**src/rtl/riscv_run_ctrl.sv**
```systemverilog
// riscv_run_ctrl
//   Run controller for a RISC-V core. It stretches the core reset, counts
//   RUN cycles and retired instructions, and stops the core when the program
//   ends (EBREAK, ECALL or a self-loop) or when a watchdog expires. After a
//   stop, the cause is held until a restart pulse or res_n.
//
// Ports
//   clk           in   system clock, rising edge
//   res_n         in   asynchronous active-low reset
//   restart       in   one-cycle pulse; re-runs the program from DONE/TMO
//   retire_valid  in   core retired one instruction this cycle
//   retire_pc     in   PC of the retired instruction
//   retire_instr  in   encoding of the retired instruction
//   core_res_n    out  registered active-low core reset
//   core_en       out  core clock enable, high only in RUN
//   done          out  sticky, program completed
//   timeout       out  sticky, watchdog expired
//   halt_cause    out  0 none, 1 EBREAK, 2 ECALL, 3 self-loop
//   cycle_cnt     out  RUN cycles elapsed
//   instr_cnt     out  instructions retired in RUN (saturating)
//
// Retire interface: retire_valid qualifies retire_pc/retire_instr in the
// same cycle. There is no back-pressure. A retire is consumed on every
// RUN cycle in which retire_valid is high, and it is ignored in all other
// states.
module riscv_run_ctrl #(
  parameter int ADDR_WIDTH   = 32,
  parameter int CNT_WIDTH    = 16,
  parameter int RESET_CYCLES = 2,
  parameter int MAX_CYCLES   = 112,
  parameter int LOOP_LIMIT   = 4
) (
  input  logic                  clk,
  input  logic                  res_n,
  input  logic                  restart,
  input  logic                  retire_valid,
  input  logic [ADDR_WIDTH-1:0] retire_pc,
  input  logic [31:0]           retire_instr,
  output logic                  core_res_n,
  output logic                  core_en,
  output logic                  done,
  output logic                  timeout,
  output logic [1:0]            halt_cause,
  output logic [CNT_WIDTH-1:0]  cycle_cnt,
  output logic [CNT_WIDTH-1:0]  instr_cnt
);

  localparam logic [1:0] ST_RST_HOLD = 2'd0;
  localparam logic [1:0] ST_RUN      = 2'd1;
  localparam logic [1:0] ST_DONE     = 2'd2;
  localparam logic [1:0] ST_TMO      = 2'd3;

  localparam logic [31:0] INSTR_EBREAK = 32'h0010_0073;
  localparam logic [31:0] INSTR_ECALL  = 32'h0000_0073;

  localparam logic [1:0] CAUSE_NONE   = 2'd0;
  localparam logic [1:0] CAUSE_EBREAK = 2'd1;
  localparam logic [1:0] CAUSE_ECALL  = 2'd2;
  localparam logic [1:0] CAUSE_LOOP   = 2'd3;

  // The hold counter only needs to reach RESET_CYCLES-1. loop_cnt never
  // exceeds LOOP_LIMIT-1, because the run halts when it would.
  localparam int HOLD_W = (RESET_CYCLES > 1) ? $clog2(RESET_CYCLES) : 1;
  localparam int LOOP_W = $clog2(LOOP_LIMIT);

  localparam logic [HOLD_W-1:0]    HOLD_LAST = HOLD_W'(RESET_CYCLES - 1);
  localparam logic [LOOP_W-1:0]    LOOP_LAST = LOOP_W'(LOOP_LIMIT - 2);
  localparam logic [CNT_WIDTH-1:0] WDOG_LAST = CNT_WIDTH'(MAX_CYCLES - 1);

  logic [1:0]            state;
  logic [HOLD_W-1:0]     hold_cnt;
  logic [LOOP_W-1:0]     loop_cnt;
  logic [ADDR_WIDTH-1:0] last_pc;
  logic                  pc_valid;

  logic       same_pc;
  logic       wdog_hit;
  logic [1:0] halt_code;

  assign same_pc  = pc_valid && (retire_pc == last_pc);
  assign wdog_hit = (cycle_cnt == WDOG_LAST);

  // The halt cause follows a fixed priority. loop_cnt counts earlier
  // matching retires, so loop_cnt == LOOP_LIMIT-2 together with another
  // match means this is the LOOP_LIMIT-th consecutive retire at that PC.
  always_comb begin
    halt_code = CAUSE_NONE;
    if (retire_valid) begin
      if (retire_instr == INSTR_EBREAK)
        halt_code = CAUSE_EBREAK;
      else if (retire_instr == INSTR_ECALL)
        halt_code = CAUSE_ECALL;
      else if (same_pc && (loop_cnt == LOOP_LAST))
        halt_code = CAUSE_LOOP;
    end
  end

  always_ff @(posedge clk or negedge res_n) begin
    if (!res_n) begin
      state      <= ST_RST_HOLD;
      hold_cnt   <= '0;
      loop_cnt   <= '0;
      last_pc    <= '0;
      pc_valid   <= 1'b0;
      core_res_n <= 1'b0;
      core_en    <= 1'b0;
      done       <= 1'b0;
      timeout    <= 1'b0;
      halt_cause <= CAUSE_NONE;
      cycle_cnt  <= '0;
      instr_cnt  <= '0;
    end else begin
      case (state)
        ST_RST_HOLD: begin
          if (hold_cnt == HOLD_LAST) begin
            state      <= ST_RUN;
            core_res_n <= 1'b1;
            core_en    <= 1'b1;
          end else begin
            hold_cnt <= hold_cnt + HOLD_W'(1);
          end
        end

        ST_RUN: begin
          // The halting retire is still counted, and its cycle is too.
          cycle_cnt <= cycle_cnt + CNT_WIDTH'(1);
          if (retire_valid) begin
            if (instr_cnt != '1)
              instr_cnt <= instr_cnt + CNT_WIDTH'(1);
            loop_cnt <= same_pc ? (loop_cnt + LOOP_W'(1)) : '0;
            last_pc  <= retire_pc;
            pc_valid <= 1'b1;
          end
          if (halt_code != CAUSE_NONE) begin
            state      <= ST_DONE;
            done       <= 1'b1;
            halt_cause <= halt_code;
            core_en    <= 1'b0;
          end else if (wdog_hit) begin
            state   <= ST_TMO;
            timeout <= 1'b1;
            core_en <= 1'b0;
          end
        end

        default: begin
          // DONE and TMO keep the core out of reset so its state stays
          // readable. Only restart leaves these states.
          if (restart) begin
            state      <= ST_RST_HOLD;
            hold_cnt   <= '0;
            loop_cnt   <= '0;
            pc_valid   <= 1'b0;
            core_res_n <= 1'b0;
            core_en    <= 1'b0;
            done       <= 1'b0;
            timeout    <= 1'b0;
            halt_cause <= CAUSE_NONE;
            cycle_cnt  <= '0;
            instr_cnt  <= '0;
          end
        end
      endcase
    end
  end

endmodule

```
**config.mk**
```make
export PLATFORM = sky130hd
export DESIGN_NAME = riscv_run_ctrl
export DESIGN_NICKNAME = d
export VERILOG_FILES = /design/src/rtl/riscv_run_ctrl.sv
export SDC_FILE = /design/constraint.sdc
export NUM_CORES = 1
export LEC_CHECK = 0
export ABC_CLOCK_PERIOD_IN_PS = 2720
export CAP_MARGIN = 25
export CORE_MARGIN = 1
export CORE_UTILIZATION = 49
export CTS_CLUSTER_DIAMETER = 120
export DETAILED_ROUTE_END_ITERATION = 12
export GPL_ROUTABILITY_DRIVEN = 0
export PLACE_DENSITY = 0.81
export SYNTH_ARGS = -nofsm -noshare
export SYNTH_HDL_FRONTEND = slang
export SYNTH_SLANG_ARGS = --single-unit
```
**constraint.sdc**
```tcl
create_clock -name clk -period 2.72 [get_ports clk]
set_clock_uncertainty 0.2 [all_clocks]
set_input_delay 0.272 -clock clk [delete_from_list [all_inputs] [get_ports clk]]
set_output_delay 0.272 -clock clk [all_outputs]
set_load 0.005 [all_outputs]
```
==> results.json, run 1 <==
{
  "p_sw_share_pct": 25.6,
  "placementRows": 32,
  "syn_to_final_growth_pct": 35.6,
  "hold_violations": 0,
  "grt.total_usage_pct": 24.0,
  "tns_ps": 0,
  "setup_violations": 0,
  "rsz0062_at_grt": "false",
  "die_area_sq_um": 8510,
  "wl_mm": 9.73,
  "drive_gt1_share_pct": 5.97,
  "worstSkewPairLatency_ps": 350,
  "ctsHoldBuffers": 1,
  "slew_violations": 0,
  "holdWs_ps": 275,
  "crit_type": "reg -> reg",
  "antenna_left": 0,
  "critPathArrivalTime_ps": 2440,
  "cts_tree": "built",
  "max_stage_delay_ps": 480,
  "tightestPinTransition_ps": 627,
  "max-cap-violations": 0,
  "cp-start-kind": "register",
  "grt_max_degree": 38,
  "place.port_buffers": 105,
  "p_clk_share_pct": 35.9,
  "synthArstFlopShare_pct": 100,
  "switchingPower_w": 0.000717,
  "path_clk_slew_ps": 80,
  "syn_inst": 440,
  "required_ps": 2760,
  "ys_seq_elements": 76,
  "ys_seq_area_share_pct": 47.7,
  "grt_remaining_overflow": 0,
  "cpMaxStageDelayCell": "a211oi_1",
  "slew_headroom_pct": 58.2,
  "cts_setup_buffers": 0,
  "synthesis.area_sq_um": 3990,
  "power_density_nw_per_um2": 518,
  "sequentialPowerShare_pct": 46.3,
  "comb_power_share_pct": 17.9,
  "yosysWarnings": 0,
  "path_cells": "nor2b_2 > nand2_1 > a211oi_1 > a31oi_1 > a41o_1",
  "fp.dieH_um": 92.2,
  "drt_iter0_drc": 128,
  "cts_sinks": 76,
  "vias": 3554,
  "root_buffer": "clkbuf_8",
  "syn-num-nets": 511,
  "vias_per_cell": 5.43,
  "path_max_fanout": 11,
  "htreeDepth": 3,
  "hpwl_mm": 7.33,
  "ios": 106,
  "period_minus_slack_ps": 2400,
  "ir_worst_vdd_v": 0.000415,
  "wire_per_inst_um": 14.9,
  "core_sq_um": 7810,
  "min_path_type": "in -> async",
  "drt_first_pass_iters": 4,
  "cts_resized": 0,
  "leakage_nw": 2.44,
  "cts_buffer_depth": 2,
  "cts_buffers": 9,
  "yosys.cell_types.count": 53,
  "start_util_pct": 51.1,
  "antenna_found_initial": 0,
  "die_width_um": 92.2,
  "fmax_ghz": 0.416,
  "outcome": "complete, no violations",
  "grt_pass1_vias": 3500,
  "syn_area_per_cell_sq_um": 9.07,
  "final.period_utilization_pct": 88.4,
  "intPower_w": 0.00209,
  "diodes": 0,
  "grt_pass1_wl_mm": 16.1,
  "fin_nets": 619,
  "synth_edf_count": 0,
  "drc": 0,
  "critPathCaptureType": "register",
  "synth-main-ff-cell": "dfrtp_1"
}
==> worst max-delay path: cells and delay by family, from the launching register on <==
family / cells / cell delay (ps)
AO/OA/AOI/OAI: 3 / 870
AND/OR/NAND/NOR: 2 / 750
flip-flops: 1 / 470
==> through the flow <==
step	worst slack, ps	power, W	utilization (%)	area [sq um]	instances
2_1_floorplan	804	0.00154	-	3990	440
3_3_place_gp	305	0.00181	66.1	5160	638
3_5_place_dp	274	0.00183	66.1	5160	638
4_1_cts	350	0.00282	69.3	5410	655
5_1_grt	129	0.00293	69.3	5410	655
6_report	315	0.00280	69.3	5410	655
==> area by class of cell <==
class                           instances  area (sq um)
Clock buffer                           12           165
Clock inverter                          4          70.1
Fill cell                             601          2400
Inverter                                7          26.3
Multi-Input combinational cell        339          1980
Sequential cell                        76          1900
Tap cell                              102           128
Timing Repair Buffer                  115          1140
==> layer usage <==
layer / up-vias / track usage [%] / wire length, um
met2: 119 / 41.9 / 4860
met4: 0 / 7.81 / 116
met1: 1684 / 29.8 / 4240
met3: 11 / 4.48 / 514
li1: 1740 / - / -
met5: - / 0 / 0
==> final timing paths <==
kind / slack (ps) / end / startpoint / cells past startpoint
worst max register to register: 320 / instr_cnt[8] / state[1] / 5
min in group clk: 290 / timeout / timeout / 2
max in group asynchronous: 1420 / last_pc[14] / res_n / 3
worst min register to register: 290 / timeout / timeout / 2
worst min-delay path: 270 / cycle_cnt[0] / res_n / 2
worst max-delay path: 320 / instr_cnt[8] / state[1] / 5
==> state kept, by name (all words and copies together), names as in the netlist <==
name,count
hold_cnt,1
cycle_cnt,16
pc_valid,1
done,1
loop_cnt,2
state,2
instr_cnt,16
core_res_n,1
timeout,1
halt_cause,2
core_en,1
last_pc,32
==> synthesized netlist by cell type (all sizes together), types with 3 or more instances <==
cell / number / share of area, %
a2bb2oi: 3 / 0.97
nand4: 19 / 3.0
clkbuf: 11 / 1.1
xor2: 8 / 1.8
nand4b: 3 / 0.66
a21oi: 4 / 0.50
a211oi: 8 / 1.6
or4: 3 / 0.66
buf: 7 / 0.91
and3: 5 / 0.78
o21ai: 12 / 1.5
nor3: 7 / 0.88
mux2i: 9 / 2.3
nor2: 18 / 1.7
nand2: 135 / 13
inv: 7 / 0.66
ha: 3 / 0.94
and2: 4 / 0.63
nand3: 14 / 1.8
nor4: 12 / 2.3
o31ai: 4 / 0.75
xnor2: 35 / 7.7
dfrtp: 76 / 48
nand2b: 3 / 0.47
a31oi: 3 / 0.47
==> power groups by stage <==
stage	clock network, W	logic (W)	registers, W
6_report	0.00101	0.000501	0.00130
2_1_floorplan	0	0.000229	0.00131
4_1_cts	0.00102	0.000508	0.00130
3_3_place_gp	0	0.000492	0.00131
5_1_grt	0.00106	0.000559	0.00131
3_5_place_dp	0	0.000504	0.00132
==> cell families (layout without fill, tap and decap cells) <==
| logic type | Yosys count | in the layout | synth area share (%) |
|---|---|---|---|
| simple gates | 237 | 237 | 28.6 |
| compound gates | 47 | 47 | 8.44 |
| mux | 9 | 9 | 2.26 |
| buf+inv | 25 | 138 | 2.63 |
| xor+xnor | 43 | 43 | 9.44 |
| flops | 76 | 76 | 47.7 |
| fa+ha+maj | 3 | 3 | 0.941 |
==> cell usage in the layout (no fill, tap or decap), drive strengths merged, types with 3 or more instances in the layout <==
cell / netlist / final
a211oi: 8 / 8
a21oi: 4 / 4
a2bb2oi: 3 / 3
a31oi: 3 / 3
and2: 4 / 4
and3: 5 / 5
buf: 7 / 10
clkbuf: 11 / 12
clkdlybuf4s50: 0 / 104
dfrtp: 76 / 76
ha: 3 / 3
inv: 7 / 7
mux2i: 9 / 9
nand2: 135 / 135
nand2b: 3 / 3
nand3: 14 / 14
nand4: 19 / 19
nand4b: 3 / 3
nor2: 18 / 18
nor3: 7 / 7
nor4: 12 / 12
o21ai: 12 / 12
o31ai: 4 / 4
or4: 3 / 3
xnor2: 35 / 35
xor2: 8 / 8
No activity file was read; power rests on OpenSTA's default activity.
==> run 2: changes to the inputs <==
- CAP_MARGIN: 25 -> 20
==> results of run 2 <==
Final layout, timing and power as in run 1 (identical DEF).
